**config.mk**
```make
export PLATFORM = sky130hd
export DESIGN_NAME = box_reduce_flat
export DESIGN_NICKNAME = d
export VERILOG_FILES = /design/src/rtl/box_reduce_if.sv /design/src/rtl/box_reduce.sv /design/src/flat_wrapper.sv
export SDC_FILE = /design/constraint.sdc
export NUM_CORES = 1
export LEC_CHECK = 0
export CORE_ASPECT_RATIO = 0.5
export CORE_MARGIN = 5
export CORE_UTILIZATION = 60
export CTS_CLUSTER_DIAMETER = 200
export DETAILED_ROUTE_END_ITERATION = 10
export PLACE_DENSITY = 0.91
export SYNTH_ARGS = -nofsm -noshare
export SYNTH_HDL_FRONTEND = slang
export SYNTH_SLANG_ARGS = --single-unit
```
**constraint.sdc**
```tcl
create_clock -name CLK -period 6.1 [get_ports CLK]
set_clock_uncertainty 0.1 [all_clocks]
set_input_delay 1.22 -clock CLK [delete_from_list [all_inputs] [get_ports CLK]]
set_output_delay 1.22 -clock CLK [all_outputs]
set_load 0.01 [all_outputs]
```
**src/rtl/box_reduce_if.sv**
```systemverilog
// Handshake and box-count RAM bus between the box-reduction engine (slave) and
// its controller/RAM side (master).
interface box_reduce_if #(
   parameter int GRID_LOG = 3,
   parameter int DATA_LEN = 8
);
   logic                  start;
   logic                  abort;
   logic                  mode;
   logic [GRID_LOG:0]     cfg_levels;
   logic                  rd_en;
   logic [2*GRID_LOG:0]   rd_addr;
   logic [DATA_LEN-1:0]   rd_data;
   logic                  wr_en;
   logic [2*GRID_LOG:0]   wr_addr;
   logic [DATA_LEN-1:0]   wr_data;
   logic                  busy;
   logic                  done;
   logic                  level_valid;
   logic [GRID_LOG:0]     level_idx;
   logic [2*GRID_LOG-1:0] level_count;
   logic [1:0]            state_dbg;

   // start is a one-cycle request taken only in IDLE; done is a one-cycle
   // pulse; RAM read data is valid the cycle after rd_en; writes need no ack.
   modport slave (
      input  start, abort, mode, cfg_levels, rd_data,
      output rd_en, rd_addr, wr_en, wr_addr, wr_data, busy, done,
             level_valid, level_idx, level_count, state_dbg
   );

   modport master (
      output start, abort, mode, cfg_levels, rd_data,
      input  rd_en, rd_addr, wr_en, wr_addr, wr_data, busy, done,
             level_valid, level_idx, level_count, state_dbg
   );
endinterface

```
**src/rtl/box_reduce.sv**
```systemverilog
// Multi-level 2x2 box-reduction engine: reads quads from one RAM bank, writes
// the reduced value to the other, level by level, with a per-level count.
module box_reduce #(
   parameter int GRID_LOG = 3,
   parameter int DATA_LEN = 8
) (
   input  logic       CLK,
   input  logic       RST,
   box_reduce_if.slave bus
);
   localparam int AW = 2*GRID_LOG + 1;
   localparam int LW = GRID_LOG + 1;
   localparam int CW = 2*GRID_LOG;
   localparam int SW = DATA_LEN + 2;

   typedef enum logic [1:0] {IDLE, READ, DRAIN, DONE} state_t;

   state_t                state;
   logic                  mode_q;
   logic [LW-1:0]         levels_q;
   logic [LW-1:0]         k;
   logic [GRID_LOG-1:0]   r, c;
   logic [1:0]            w;
   logic                  drain_cnt;
   logic                  rd_en_q;
   logic [AW-1:0]         rd_addr_q;
   logic                  p_v;
   logic [1:0]            p_w;
   logic [GRID_LOG-1:0]   p_r, p_c;
   logic                  p_last;
   logic [SW-1:0]         acc;
   logic                  wr_en_q;
   logic [AW-1:0]         wr_addr_q;
   logic [DATA_LEN-1:0]   wr_data_q;
   logic                  busy_q, done_q, lv_q;
   logic [LW-1:0]         lv_idx_q;
   logic [CW-1:0]         lv_cnt_q;

   logic [GRID_LOG-1:0]   s_last;
   logic                  last_col, last_quad, last_read;
   logic [GRID_LOG-1:0]   r_n, c_n;
   logic [1:0]            w_n;
   logic [SW-1:0]         sum_n;
   logic [DATA_LEN-1:0]   res;
   logic [LW-1:0]         levels_in;

   function automatic logic [AW-1:0] mk_addr(input logic bank,
                                             input logic [GRID_LOG-1:0] rr,
                                             input logic [GRID_LOG-1:0] cc,
                                             input logic [1:0] ww);
      logic [GRID_LOG-1:0] row, col;
      row = (rr << 1) | GRID_LOG'(ww[1]);
      col = (cc << 1) | GRID_LOG'(ww[0]);
      return {bank, row, col};
   endfunction

   // Output side of level k is 2^(GRID_LOG-k), so the last index is all-ones >> k.
   assign s_last    = {GRID_LOG{1'b1}} >> k;
   assign last_col  = (c == s_last);
   assign last_quad = (r == s_last) && last_col;
   assign last_read = (w == 2'd3) && last_quad;
   assign levels_in = (bus.cfg_levels == '0 || bus.cfg_levels > LW'(GRID_LOG))
                      ? LW'(GRID_LOG) : bus.cfg_levels;
   assign sum_n     = (p_w == 2'd0) ? {2'b00, bus.rd_data}
                                    : acc + {2'b00, bus.rd_data};

   always_comb begin
      w_n = w + 2'd1;
      r_n = r;
      c_n = c;
      if (w == 2'd3) begin
         if (last_col) begin
            c_n = '0;
            r_n = r + GRID_LOG'(1);
         end else begin
            c_n = c + GRID_LOG'(1);
         end
      end
   end

   always_comb begin
      res = '0;
      if (mode_q)
         res = (sum_n != '0) ? DATA_LEN'(1) : '0;
      else if (|sum_n[SW-1:DATA_LEN])
         res = '1;
      else
         res = sum_n[DATA_LEN-1:0];
   end

   always_ff @(posedge CLK or posedge RST) begin
      if (RST) begin
         state     <= IDLE;
         mode_q    <= 1'b0;
         levels_q  <= '0;
         k         <= '0;
         r         <= '0;
         c         <= '0;
         w         <= '0;
         drain_cnt <= 1'b0;
         rd_en_q   <= 1'b0;
         rd_addr_q <= '0;
         p_v       <= 1'b0;
         p_w       <= '0;
         p_r       <= '0;
         p_c       <= '0;
         p_last    <= 1'b0;
         acc       <= '0;
         wr_en_q   <= 1'b0;
         wr_addr_q <= '0;
         wr_data_q <= '0;
         busy_q    <= 1'b0;
         done_q    <= 1'b0;
         lv_q      <= 1'b0;
         lv_idx_q  <= '0;
         lv_cnt_q  <= '0;
      end else if (bus.abort) begin
         state   <= IDLE;
         rd_en_q <= 1'b0;
         wr_en_q <= 1'b0;
         busy_q  <= 1'b0;
         done_q  <= 1'b0;
         lv_q    <= 1'b0;
         p_v     <= 1'b0;
      end else begin
         wr_en_q <= 1'b0;
         done_q  <= 1'b0;
         lv_q    <= 1'b0;

         // Tag the outstanding read so its data can be combined next cycle.
         p_v    <= rd_en_q;
         p_w    <= w;
         p_r    <= r;
         p_c    <= c;
         p_last <= last_quad;

         if (p_v) begin
            acc <= sum_n;
            if (p_w == 2'd3) begin
               wr_en_q   <= 1'b1;
               wr_data_q <= res;
               wr_addr_q <= {k[0], p_r, p_c};
               lv_cnt_q  <= lv_cnt_q + CW'(res != '0);
               if (p_last) begin
                  lv_q     <= 1'b1;
                  lv_idx_q <= k;
               end
            end
         end

         case (state)
            IDLE: begin
               if (bus.start) begin
                  mode_q    <= bus.mode;
                  levels_q  <= levels_in;
                  k         <= LW'(1);
                  r         <= '0;
                  c         <= '0;
                  w         <= '0;
                  rd_en_q   <= 1'b1;
                  rd_addr_q <= mk_addr(1'b0, '0, '0, 2'd0);
                  busy_q    <= 1'b1;
                  lv_cnt_q  <= '0;
                  state     <= READ;
               end
            end
            READ: begin
               if (last_read) begin
                  rd_en_q   <= 1'b0;
                  drain_cnt <= 1'b0;
                  state     <= DRAIN;
               end else begin
                  w         <= w_n;
                  r         <= r_n;
                  c         <= c_n;
                  rd_addr_q <= mk_addr(~k[0], r_n, c_n, w_n);
               end
            end
            DRAIN: begin
               // Two idle read cycles let the level's last write land first.
               if (!drain_cnt) begin
                  drain_cnt <= 1'b1;
               end else if (k < levels_q) begin
                  k         <= k + LW'(1);
                  r         <= '0;
                  c         <= '0;
                  w         <= '0;
                  rd_en_q   <= 1'b1;
                  rd_addr_q <= mk_addr(k[0], '0, '0, 2'd0);
                  lv_cnt_q  <= '0;
                  state     <= READ;
               end else begin
                  done_q <= 1'b1;
                  busy_q <= 1'b0;
                  state  <= DONE;
               end
            end
            DONE: state <= IDLE;
            default: state <= IDLE;
         endcase
      end
   end

   assign bus.rd_en       = rd_en_q;
   assign bus.rd_addr     = rd_addr_q;
   assign bus.wr_en       = wr_en_q;
   assign bus.wr_addr     = wr_addr_q;
   assign bus.wr_data     = wr_data_q;
   assign bus.busy        = busy_q;
   assign bus.done        = done_q;
   assign bus.level_valid = lv_q;
   assign bus.level_idx   = lv_idx_q;
   assign bus.level_count = lv_cnt_q;
   assign bus.state_dbg   = state;
endmodule

```
**src/flat_wrapper.sv**
```systemverilog
// flat-port wrapper written by rule: the top's interface ports become plain ports
module box_reduce_flat 
#(
   parameter int GRID_LOG = 3,
   parameter int DATA_LEN = 8
)
  (CLK, RST, bus_start, bus_abort, bus_mode, bus_cfg_levels, bus_rd_data, bus_rd_en, bus_rd_addr, bus_wr_en, bus_wr_addr, bus_wr_data, bus_busy, bus_done, bus_level_valid, bus_level_idx, bus_level_count, bus_state_dbg);
  box_reduce_if #(.GRID_LOG(GRID_LOG), .DATA_LEN(DATA_LEN)) bus_i ();
  input  logic CLK;
  input  logic RST;
  input wire logic [$bits(bus_i.start)-1:0] bus_start;
  input wire logic [$bits(bus_i.abort)-1:0] bus_abort;
  input wire logic [$bits(bus_i.mode)-1:0] bus_mode;
  input wire logic [$bits(bus_i.cfg_levels)-1:0] bus_cfg_levels;
  input wire logic [$bits(bus_i.rd_data)-1:0] bus_rd_data;
  output wire logic [$bits(bus_i.rd_en)-1:0] bus_rd_en;
  output wire logic [$bits(bus_i.rd_addr)-1:0] bus_rd_addr;
  output wire logic [$bits(bus_i.wr_en)-1:0] bus_wr_en;
  output wire logic [$bits(bus_i.wr_addr)-1:0] bus_wr_addr;
  output wire logic [$bits(bus_i.wr_data)-1:0] bus_wr_data;
  output wire logic [$bits(bus_i.busy)-1:0] bus_busy;
  output wire logic [$bits(bus_i.done)-1:0] bus_done;
  output wire logic [$bits(bus_i.level_valid)-1:0] bus_level_valid;
  output wire logic [$bits(bus_i.level_idx)-1:0] bus_level_idx;
  output wire logic [$bits(bus_i.level_count)-1:0] bus_level_count;
  output wire logic [$bits(bus_i.state_dbg)-1:0] bus_state_dbg;
  assign bus_i.start = bus_start;
  assign bus_i.abort = bus_abort;
  assign bus_i.mode = bus_mode;
  assign bus_i.cfg_levels = bus_cfg_levels;
  assign bus_i.rd_data = bus_rd_data;
  assign bus_rd_en = bus_i.rd_en;
  assign bus_rd_addr = bus_i.rd_addr;
  assign bus_wr_en = bus_i.wr_en;
  assign bus_wr_addr = bus_i.wr_addr;
  assign bus_wr_data = bus_i.wr_data;
  assign bus_busy = bus_i.busy;
  assign bus_done = bus_i.done;
  assign bus_level_valid = bus_i.level_valid;
  assign bus_level_idx = bus_i.level_idx;
  assign bus_level_count = bus_i.level_count;
  assign bus_state_dbg = bus_i.state_dbg;
  box_reduce #(.GRID_LOG(GRID_LOG), .DATA_LEN(DATA_LEN)) u_core (.CLK(CLK), .RST(RST), .bus(bus_i));
endmodule
```
==> results.yml, run 1 <==
pwr:
  p_sw_w: 0.000900
  p_leak_nw: 2.28
  intPower_w: 0.00132
  total_power_w: 0.00222
  ir_worst_vdd_v: 0.000205
  p_seq_share_pct: 31.1
  switching_share_pct: 40.6
  power_frac_clock_pct: 26.9
  combPwrFrac_pct: 42.1
  p_per_area_nw_per_um2: 435
floorplan:
  die_h_microns: 69.1
  core_sq_um: 6730
  initial_core_util_pct: 62.3
  pin_count: 56
  die_x_microns: 128
  dieArea_sq_um: 8860
  placementRows: 21
clocking:
  cts_hold_buf: 0
  cts-root-buf: "clkbuf_16"
  cts_made_buffers: 9
  clock-sinks: 75
  cts_buffer_depth: 2
  cts_tree: "done"
  cts_setup_buffers: 0
  cts_resized: 0
  insertion_delay_ns: 0.34
  clk_pin_slew_ns: 0.06
  htree_num_levels: 3
timing:
  final-max-slew-violation-count: 0
  holdWs_ns: 0.380
  finalCritPeriodShare_pct: 72.1
  worst_pin_slew_ns: 0.720
  rsz0062_at_grt: "false"
  hold_viol: 0
  relSlewSlack_pct: 52.0
  tns_ns: 0
  max_freq_ghz: 0.227
  setup_viol: 0
  period_minus_slack_ns: 4.40
route:
  vias: 3711
  drt_first_iter_violations: 470
  drc_errors: 0
  firstDrtPassIters: 5
  vias_per_cell: 6.42
  ant_nets: 0
  wl_microns: 11300
  routedWlPerCell_microns: 19.6
global_routing:
  grt_start_max_net_pins: 47
  antenna_found_initial: 0
  grt_first_pass_wirelength_microns: 18700
  track_usage_pct: 26.5
  grt_pass1_vias: 3678
  grt.overflow.total: 0
synth:
  synth_area_leaders: "dfrtp_1 (45%), ha_1 (6.6%), nand2_1 (6.3%)"
  synthCells: 432
  synth_ff_type: "dfrtp_1"
  ys_warn_count: 0
  syn_area_sq_um: 4190
  synth_edf_count: 0
  synth_seq_cells: 75
  avgSynthCellArea_sq_um: 9.71
  syn-num-nets: 472
  synth_cell_types: 64
  synth_top_area_share_pct: 44.8
  synthArstFlopShare_pct: 100
  synth.yosys.seq_area_share_pct: 44.8
  synth_top_area_cell: "dfrtp_1"
min_path:
  min_path_type: "reg2reg"
setup_path:
  path_max_fanout: 8
  worstPathRequired_ns: 6.26
  crit_type: "in2reg"
  cp.arrival_ns: 4.56
  start_kind: "input port"
  cp-end-kind: "register"
flow_run:
  maxCapViolCount: 0
place:
  place_congestion: 0.921
  port-buffer-count: 55
  place_hpwl_microns: 6750
outcome:
  status: "completed"
cells_and_area:
  antennaDiodeCount: 0
  drive_above_1_share_pct: 10.5
  area_growth_pct: 21.5
  nFillCells: 411
  nets: 521
[worst max-delay path, cell delays in order]
cell	delay (ns)
clkdlybuf4s50_1	0.45
ha_1	0.26
fa_1	0.42
a21o_1	0.21
o21ai_1	0.18
a31oi_1	0.19
and3_1	0.27
o31ai_4	0.31
nand2_1	0.14
nand2_1	0.09
ha_1	0.15
nand4_1	0.14
or3_1	0.38
a21oi_1	0.14
[cells in the mapped netlist, drive strengths merged, types with 3 or more instances]
library cell / number
nor3b: 4
nand2b: 5
a21oi: 24
nor2: 20
buf: 10
a21o: 5
mux2i: 10
clkbuf: 9
dfrtp: 75
o21a: 4
inv: 19
o31ai: 4
nand2: 70
a31oi: 8
xor2: 6
a211oi: 5
o21ai: 42
ha: 22
nor3: 6
nand4: 6
nor4b: 3
mux2: 11
xnor2: 5
nor2b: 5
o22ai: 3
or2: 4
nand3: 14
a21boi: 4
[metrics by stage]
step	instance area [sq um]	utilization, %	cells	worst slack (ns)
floorplan	4190	-	432	2.18
global placement	4760	70.8	562	1.57
detailed placement	4760	70.8	562	1.41
CTS	5090	75.7	578	1.73
global route	5090	75.7	578	1.44
finish	5090	75.7	578	1.70
[cell families (layout without fill, tap and decap cells)]
| kind of cell | after synthesis | after routing | share of synthesized area, % |
|---|---|---|---|
| simple gates | 145 | 145 | 16.9 |
| compound gates | 118 | 118 | 19.2 |
| flops | 75 | 75 | 44.8 |
| buf+inv | 39 | 93 | 4.42 |
| fa+ha+maj | 23 | 23 | 7.04 |
| mux | 21 | 21 | 5.34 |
| xor+xnor | 11 | 11 | 2.30 |
[final cells by class]
cell class	count	area, sq um	area share, %
clock buffer	9	225	4.42
sequential	75	1880	36.8
inverter	20	75.1	1.47
tap	92	115	2.26
timing repair buffer	57	566	11.1
clock inverter	7	106	2.09
multi-input combinational	318	2130	41.8
[sequential cells by signal, summed over array words and instances (netlist names), 4 cells and up]
| signal | cells |
|---|---|
| u_core.k | 4 |
| u_core.bus.level_idx | 4 |
| u_core.levels_q | 4 |
| u_core.bus.level_count | 6 |
| u_core.bus.wr_addr | 7 |
| u_core.bus.rd_addr | 5 |
| u_core.acc | 10 |
| u_core.bus.wr_data | 8 |
[path summary, 6_finish.rpt]
kind                                     start                         to  slack [ns]  depth (start not counted)
max in group asynchronous                  RST            u_core.bus.busy        3.62                          3
worst min-delay path             u_core.p_r[0]      u_core.bus.wr_addr[3]        0.38                          2
min in group asynchronous                  RST      u_core.bus.wr_addr[1]        1.23                          2
worst min register to register   u_core.p_r[0]      u_core.bus.wr_addr[3]        0.38                          2
worst max-delay path            bus_rd_data[0]  u_core.bus.level_count[5]        1.70                         14
worst max register to register   u_core.acc[0]  u_core.bus.level_count[5]        2.69                         13
[power groups by stage]
stage,Clock (W),Sequential (W),Combinational (W)
after floorplan,0,0.000655,0.000696
after global placement,0,0.000681,0.000832
after detailed placement,0,0.000684,0.000858
after CTS,0.000599,0.000682,0.000909
after global routing,0.000623,0.000698,0.00101
final,0.000596,0.000688,0.000932
[layer usage]
layer | up-vias | track usage (%) | wire (microns)
li1 | 1634 | - | -
met1 | 1787 | 33.5 | 4510
met2 | 237 | 41.4 | 5340
met3 | 53 | 9.34 | 1060
met4 | 0 | 11.3 | 393
met5 | - | 0 | 0
[cell usage in the layout, fill, tap and decap left out, drive strengths merged, types with 5 or more instances in the layout]
cell            n
xor2            6
clkdlybuf4s50  55
nand2b          5
dfrtp          75
a211oi          5
xnor2           5
nor3            6
o21ai          42
a21o            5
nand3          14
ha             22
mux2i          10
clkbuf          9
nor2           20
inv            23
a31oi           8
nor2b           5
nand2          70
mux2           11
a21oi          24
nand4           6
Power figures use the tool's default switching activity.
==> run 2, diff against run 1 <==
--- a/config.mk
+++ b/config.mk
@@ -7,10 +7,10 @@
 export LEC_CHECK = 0
 export CORE_ASPECT_RATIO = 0.5
 export CORE_MARGIN = 5
-export CORE_UTILIZATION = 60
+export CORE_UTILIZATION = 50
 export CTS_CLUSTER_DIAMETER = 200
 export DETAILED_ROUTE_END_ITERATION = 10
-export PLACE_DENSITY = 0.91
+export PLACE_DENSITY = 0.81
 export SYNTH_ARGS = -nofsm -noshare
 export SYNTH_HDL_FRONTEND = slang
 export SYNTH_SLANG_ARGS = --single-unit
==> constraint.sdc (replaced) <==
create_clock -name CLK -period 3.95 [get_ports CLK]
set_clock_uncertainty 0.1 [all_clocks]
set_input_delay 0.79 -clock CLK [delete_from_list [all_inputs] [get_ports CLK]]
set_output_delay 0.79 -clock CLK [all_outputs]
set_load 0.01 [all_outputs]
==> run 2 against run 1 <==
- final area grew 1.5%
- critical endpoint unchanged
- hold slack worse by 0.0073 ns
- first-iteration DRC count decreased by 55%
- clock power up 41%
- critical path depth unchanged
- critical path type unchanged
- largest cell class unchanged
- via count is 7.8% lower
- global-route usage down 7.1 points
- die area up 18%
- routed wire length shrank 14%
==> results.yml, run 2 (synthesis gave the netlist of run 1 again) <==
outcome:
  status: "completed"
clocking:
  htree_num_levels: 3
  cts-root-buf: "clkbuf_16"
  cts_resized: 0
  cts_tree: "done"
  clock-sinks: 75
  cts_buffer_depth: 2
  insertion_delay_ns: 0.34
  clk_pin_slew_ns: 0.06
  cts_setup_buffers: 0
  cts_hold_buf: 0
  cts_made_buffers: 9
min_path:
  min_path_type: "reg2reg"
floorplan:
  pin_count: 56
  die_h_microns: 74.8
  initial_core_util_pct: 51.8
  core_sq_um: 8090
  placementRows: 23
  die_x_microns: 140
  dieArea_sq_um: 10400
route:
  ant_nets: 0
  vias: 3423
  vias_per_cell: 5.65
  drc_errors: 0
  drt_first_iter_violations: 213
  wl_microns: 9750
  routedWlPerCell_microns: 16.1
  firstDrtPassIters: 5
flow_run:
  maxCapViolCount: 0
setup_path:
  crit_type: "in2reg"
  reg2reg_to: "u_core.bus.level_count[5]"
  worstRegToRegCells: 13
  crit_start: "bus_rd_data[0]"
  start_kind: "input port"
  cp-end-kind: "register"
  path_max_fanout: 3
  cp.arrival_ns: 3.87
  crit_path_end: "u_core.bus.level_count[5]"
  r2r_slack_ns: 0.79
  reg2reg_from: "u_core.acc[0]"
  worstPathRequired_ns: 4.11
global_routing:
  grt_pass1_vias: 3360
  grt_start_max_net_pins: 39
  track_usage_pct: 19.4
  grt.overflow.total: 0
  antenna_found_initial: 0
  grt_first_pass_wirelength_microns: 16000
cells_and_area:
  final_common_cell: "dfrtp_1"
  layout_common_cells: "dfrtp_1 (75), nand2_1 (70), clkdlybuf4s50_1 (55)"
  area_growth_pct: 23.4
  nets: 529
  top_register: "u_core.acc"
  nFillCells: 611
  drive_above_1_share_pct: 11.9
  fin_area_sq_um: 5170
  antennaDiodeCount: 0
  largest_reg_flops: 10
pwr:
  ir_worst_vdd_v: 0.000314
  combPwrFrac_pct: 42.7
  p_sw_w: 0.00128
  switching_share_pct: 39.0
  total_power_w: 0.00329
  p_seq_share_pct: 31.7
  p_per_area_nw_per_um2: 636
  intPower_w: 0.00201
  power_frac_clock_pct: 25.6
  p_leak_nw: 2.30
timing:
  tns_ns: 0
  rsz0062_at_grt: "false"
  finalCritPeriodShare_pct: 93.9
  worst_pin_slew_ns: 0.816
  relSlewSlack_pct: 45.5
  setup_viol: 0
  final-max-slew-violation-count: 0
  period_minus_slack_ns: 3.71
  max_freq_ghz: 0.270
  holdWs_ns: 0.372
  hold_viol: 0
place:
  place_congestion: 0.835
  port-buffer-count: 55
  dpl-instance-area_sq_um: 4860
  place_hpwl_microns: 6900
run 2: power groups by stage:
stage               Clock, W  Combinational [W]  Sequential, W
floorplan                  0            0.00107        0.00101
global placement           0            0.00134        0.00105
detailed placement         0            0.00137        0.00105
CTS                 0.000859            0.00139        0.00104
global route        0.000895            0.00154        0.00106
finish              0.000843            0.00140        0.00104
run 2: layout make-up:
cell class | instances | area [sq um] | area share [%]
clock buffer | 10 | 239 | 4.62
clock inverter | 6 | 73.8 | 1.43
inverter | 20 | 75.1 | 1.45
multi-input combinational | 318 | 2130 | 41.2
sequential | 75 | 1880 | 36.3
tap | 112 | 140 | 2.71
timing repair buffer | 65 | 638 | 12.3
run 2: metal layers:
metal  part of all wire [%]  vias up  track usage, %
li1                       -     1653               -
met1                     45     1654            24.4
met2                     48       97            32.7
met3                    5.6       19            6.73
met4                    1.6        0            5.42
met5                      0        -               0
run 2: worst max-delay path: stages:
cell and delay, ns:
clkdlybuf4s50_1 0.45, ha_1 0.25, fa_1 0.40, a21o_1 0.21, o21ai_1 0.19, a31oi_1 0.16, nor4b_2 0.20, o31ai_4 0.25
nand2_1 0.10, nand2_1 0.07, ha_1 0.16, nand4_1 0.11, or3_1 0.37, a21oi_1 0.15
run 2: worst min-delay path by stage:
stage | startpoint | end | slack (ns) | cells after the start
after global routing | u_core.p_r[2] | u_core.bus.wr_addr[5] | 0.39 | 2
after global placement | u_core.p_r[2] | u_core.bus.wr_addr[5] | 0.34 | 2
after floorplan | u_core.p_c[2] | u_core.bus.wr_addr[2] | 0.33 | 2
after CTS | u_core.p_r[0] | u_core.bus.wr_addr[3] | 0.37 | 2
after detailed placement | u_core.p_r[0] | u_core.bus.wr_addr[3] | 0.36 | 2
final | u_core.p_r[0] | u_core.bus.wr_addr[3] | 0.37 | 2
run 2: metrics by stage:
stage,instances,setup WS (ns),utilization (%)
after floorplan,432,0.459,-
after global placement,590,0.0488,60.1
after detailed placement,590,-0.0263,60.1
after CTS,606,0.255,64.0
after global routing,606,0.0398,64.0
final,606,0.241,64.0
==> run 3, diff against run 2 <==
--- a/config.mk
+++ b/config.mk
@@ -11,6 +11,8 @@
 export CTS_CLUSTER_DIAMETER = 200
 export DETAILED_ROUTE_END_ITERATION = 10
 export PLACE_DENSITY = 0.81
+export SETUP_SLACK_MARGIN = 0.4
+export SLEW_MARGIN = 20
 export SYNTH_ARGS = -nofsm -noshare
 export SYNTH_HDL_FRONTEND = slang
 export SYNTH_SLANG_ARGS = --single-unit
==> run 3 against run 2 <==
- clock-buffer cell count unchanged
- first-iteration DRC count up 1.9%
- setup slack better by 0.31 ns
- critical endpoint unchanged
==> results.yml, run 3 (synthesis gave the netlist of run 1 again) <==
setup_path:
  path_max_fanout: 5
  cp-end-kind: "register"
  reg2reg_from: "u_core.acc[1]"
  crit_type: "in2reg"
  worstPathRequired_ns: 4.11
  cp.arrival_ns: 3.56
  reg2reg_to: "u_core.bus.level_count[5]"
  worstRegToRegCells: 12
  r2r_slack_ns: 0.95
  start_kind: "input port"
clocking:
  clock-sinks: 75
  cts_hold_buf: 0
  clk_pin_slew_ns: 0.06
  htree_num_levels: 3
  cts-root-buf: "clkbuf_16"
  cts_tree: "done"
  cts_made_buffers: 9
  insertion_delay_ns: 0.34
  cts_buffer_depth: 2
global_routing:
  track_usage_pct: 19.5
  grt_pass1_vias: 3375
  grt.overflow.total: 0
  grt_start_max_net_pins: 39
  antenna_found_initial: 0
  grt_first_pass_wirelength_microns: 16100
place:
  place_hpwl_microns: 6900
  port-buffer-count: 55
  placedCellCount: 590
  place_congestion: 0.835
  detailedPlace.worstSlack_ns: -0.0263
floorplan:
  initial_core_util_pct: 51.8
  dieArea_sq_um: 10400
  core_sq_um: 8090
  die_h_microns: 74.8
  placementRows: 23
  die_x_microns: 140
  pin_count: 56
cells_and_area:
  top_register: "u_core.acc"
  final_cells: 610
  nFillCells: 595
  antennaDiodeCount: 0
  nets: 533
  layout_common_cells: "dfrtp_1 (75), nand2_1 (70), clkdlybuf4s50_1 (52)"
  final_common_cell: "dfrtp_1"
  drive_above_1_share_pct: 15.7
  area_growth_pct: 26.7
  largest_reg_flops: 10
route:
  firstDrtPassIters: 5
  wl_microns: 10100
  drt_first_iter_violations: 217
  routedWlPerCell_microns: 16.6
  vias: 3503
  drc_errors: 0
  vias_per_cell: 5.74
  ant_nets: 0
timing:
  finalCritPeriodShare_pct: 86.0
  final-max-slew-violation-count: 0
  relSlewSlack_pct: 45.7
  setup_ws_ns: 0.551
  max_freq_ghz: 0.294
  period_minus_slack_ns: 3.40
  hold_viol: 0
  rsz0062_at_grt: "false"
  tns_ns: 0
  holdWs_ns: 0.375
  setup_viol: 0
  worst_pin_slew_ns: 0.813
pwr:
  p_leak_nw: 2.36
  p_sw_w: 0.00136
  ir_worst_vdd_v: 0.000315
  intPower_w: 0.00208
  combPwrFrac_pct: 44.9
  power_frac_clock_pct: 24.5
  switching_share_pct: 39.5
  p_per_area_nw_per_um2: 647
  p_seq_share_pct: 30.6
min_path:
  min-delay-start: "u_core.p_r[0]"
  whs_endpoint: "u_core.bus.wr_addr[3]"
  min_path_cells: 2
  min_path_type: "reg2reg"
flow_run:
  maxCapViolCount: 0
outcome:
  status: "completed"
## run 3: repair_timing
action	4_1_cts	5_1_grt
setup endpoints to repair	5	5
gates cloned	0	0
hold endpoints to repair	0	0
pin swaps	2	11
buffers inserted	1	3
resized for setup	4	16
## run 3: worst max-delay path by stage
stage / startpoint / slack [ns] / end / cells past startpoint
after global routing: bus_rd_data[2] / 0.38 / u_core.bus.level_count[4] / 14
after floorplan: bus_rd_data[0] / 0.46 / u_core.bus.level_count[5] / 13
after global placement: bus_rd_data[0] / 0.05 / u_core.bus.level_count[5] / 14
final: bus_rd_data[2] / 0.55 / u_core.bus.level_count[5] / 13
after detailed placement: bus_rd_data[0] / -0.03 / u_core.bus.level_count[5] / 14
after CTS: bus_rd_data[0] / 0.40 / u_core.bus.level_count[5] / 14
## run 3: final cells by class
class	instances	area, sq um	area share, %
repair buffers	69	676	12.7
multi-input cells	318	2230	42.0
inverters	20	75.1	1.41
clock inverters	6	73.8	1.39
well taps	112	140	2.64
flip-flops and latches	75	1880	35.3
clock buffers	10	239	4.50
## run 3: layer usage
metal	up-vias	wire (microns)	GRT usage, %	share of wire [%]
li1	1659	-	-	-
met1	1697	4420	24.4	44
met2	129	4880	33.0	48
met3	18	663	6.73	6.5
met4	0	179	5.42	1.8
met5	-	0	0	0
## run 3: through the flow
stage,utilization (%),cell area (sq um),total power (W)
5_1_grt,65.7,5310,0.00365
2_1_floorplan,-,4190,0.00209
4_1_cts,64.3,5200,0.00330
3_3_place_gp,60.1,4860,0.00239
3_5_place_dp,60.1,4860,0.00242
6_report,65.7,5310,0.00344
## run 3: power by group through the flow
stage	clock network (W)	registers (W)	logic [W]
after floorplan	0	0.00101	0.00107
after global placement	0	0.00105	0.00134
after detailed placement	0	0.00105	0.00137
after CTS	0.000859	0.00104	0.00140
after global routing	0.000895	0.00107	0.00168
final	0.000842	0.00105	0.00154
## run 3: critical path, cell delays in order
cell             delay [ns]
clkdlybuf4s50_1        0.53
ha_4                   0.24
o211ai_1               0.20
o21ai_2                0.11
o31a_1                 0.37
and3_4                 0.21
o31ai_4                0.19
nand2_1                0.10
nand2_1                0.07
ha_1                   0.16
nand4_1                0.11
or3_1                  0.34
a21oi_1                0.15
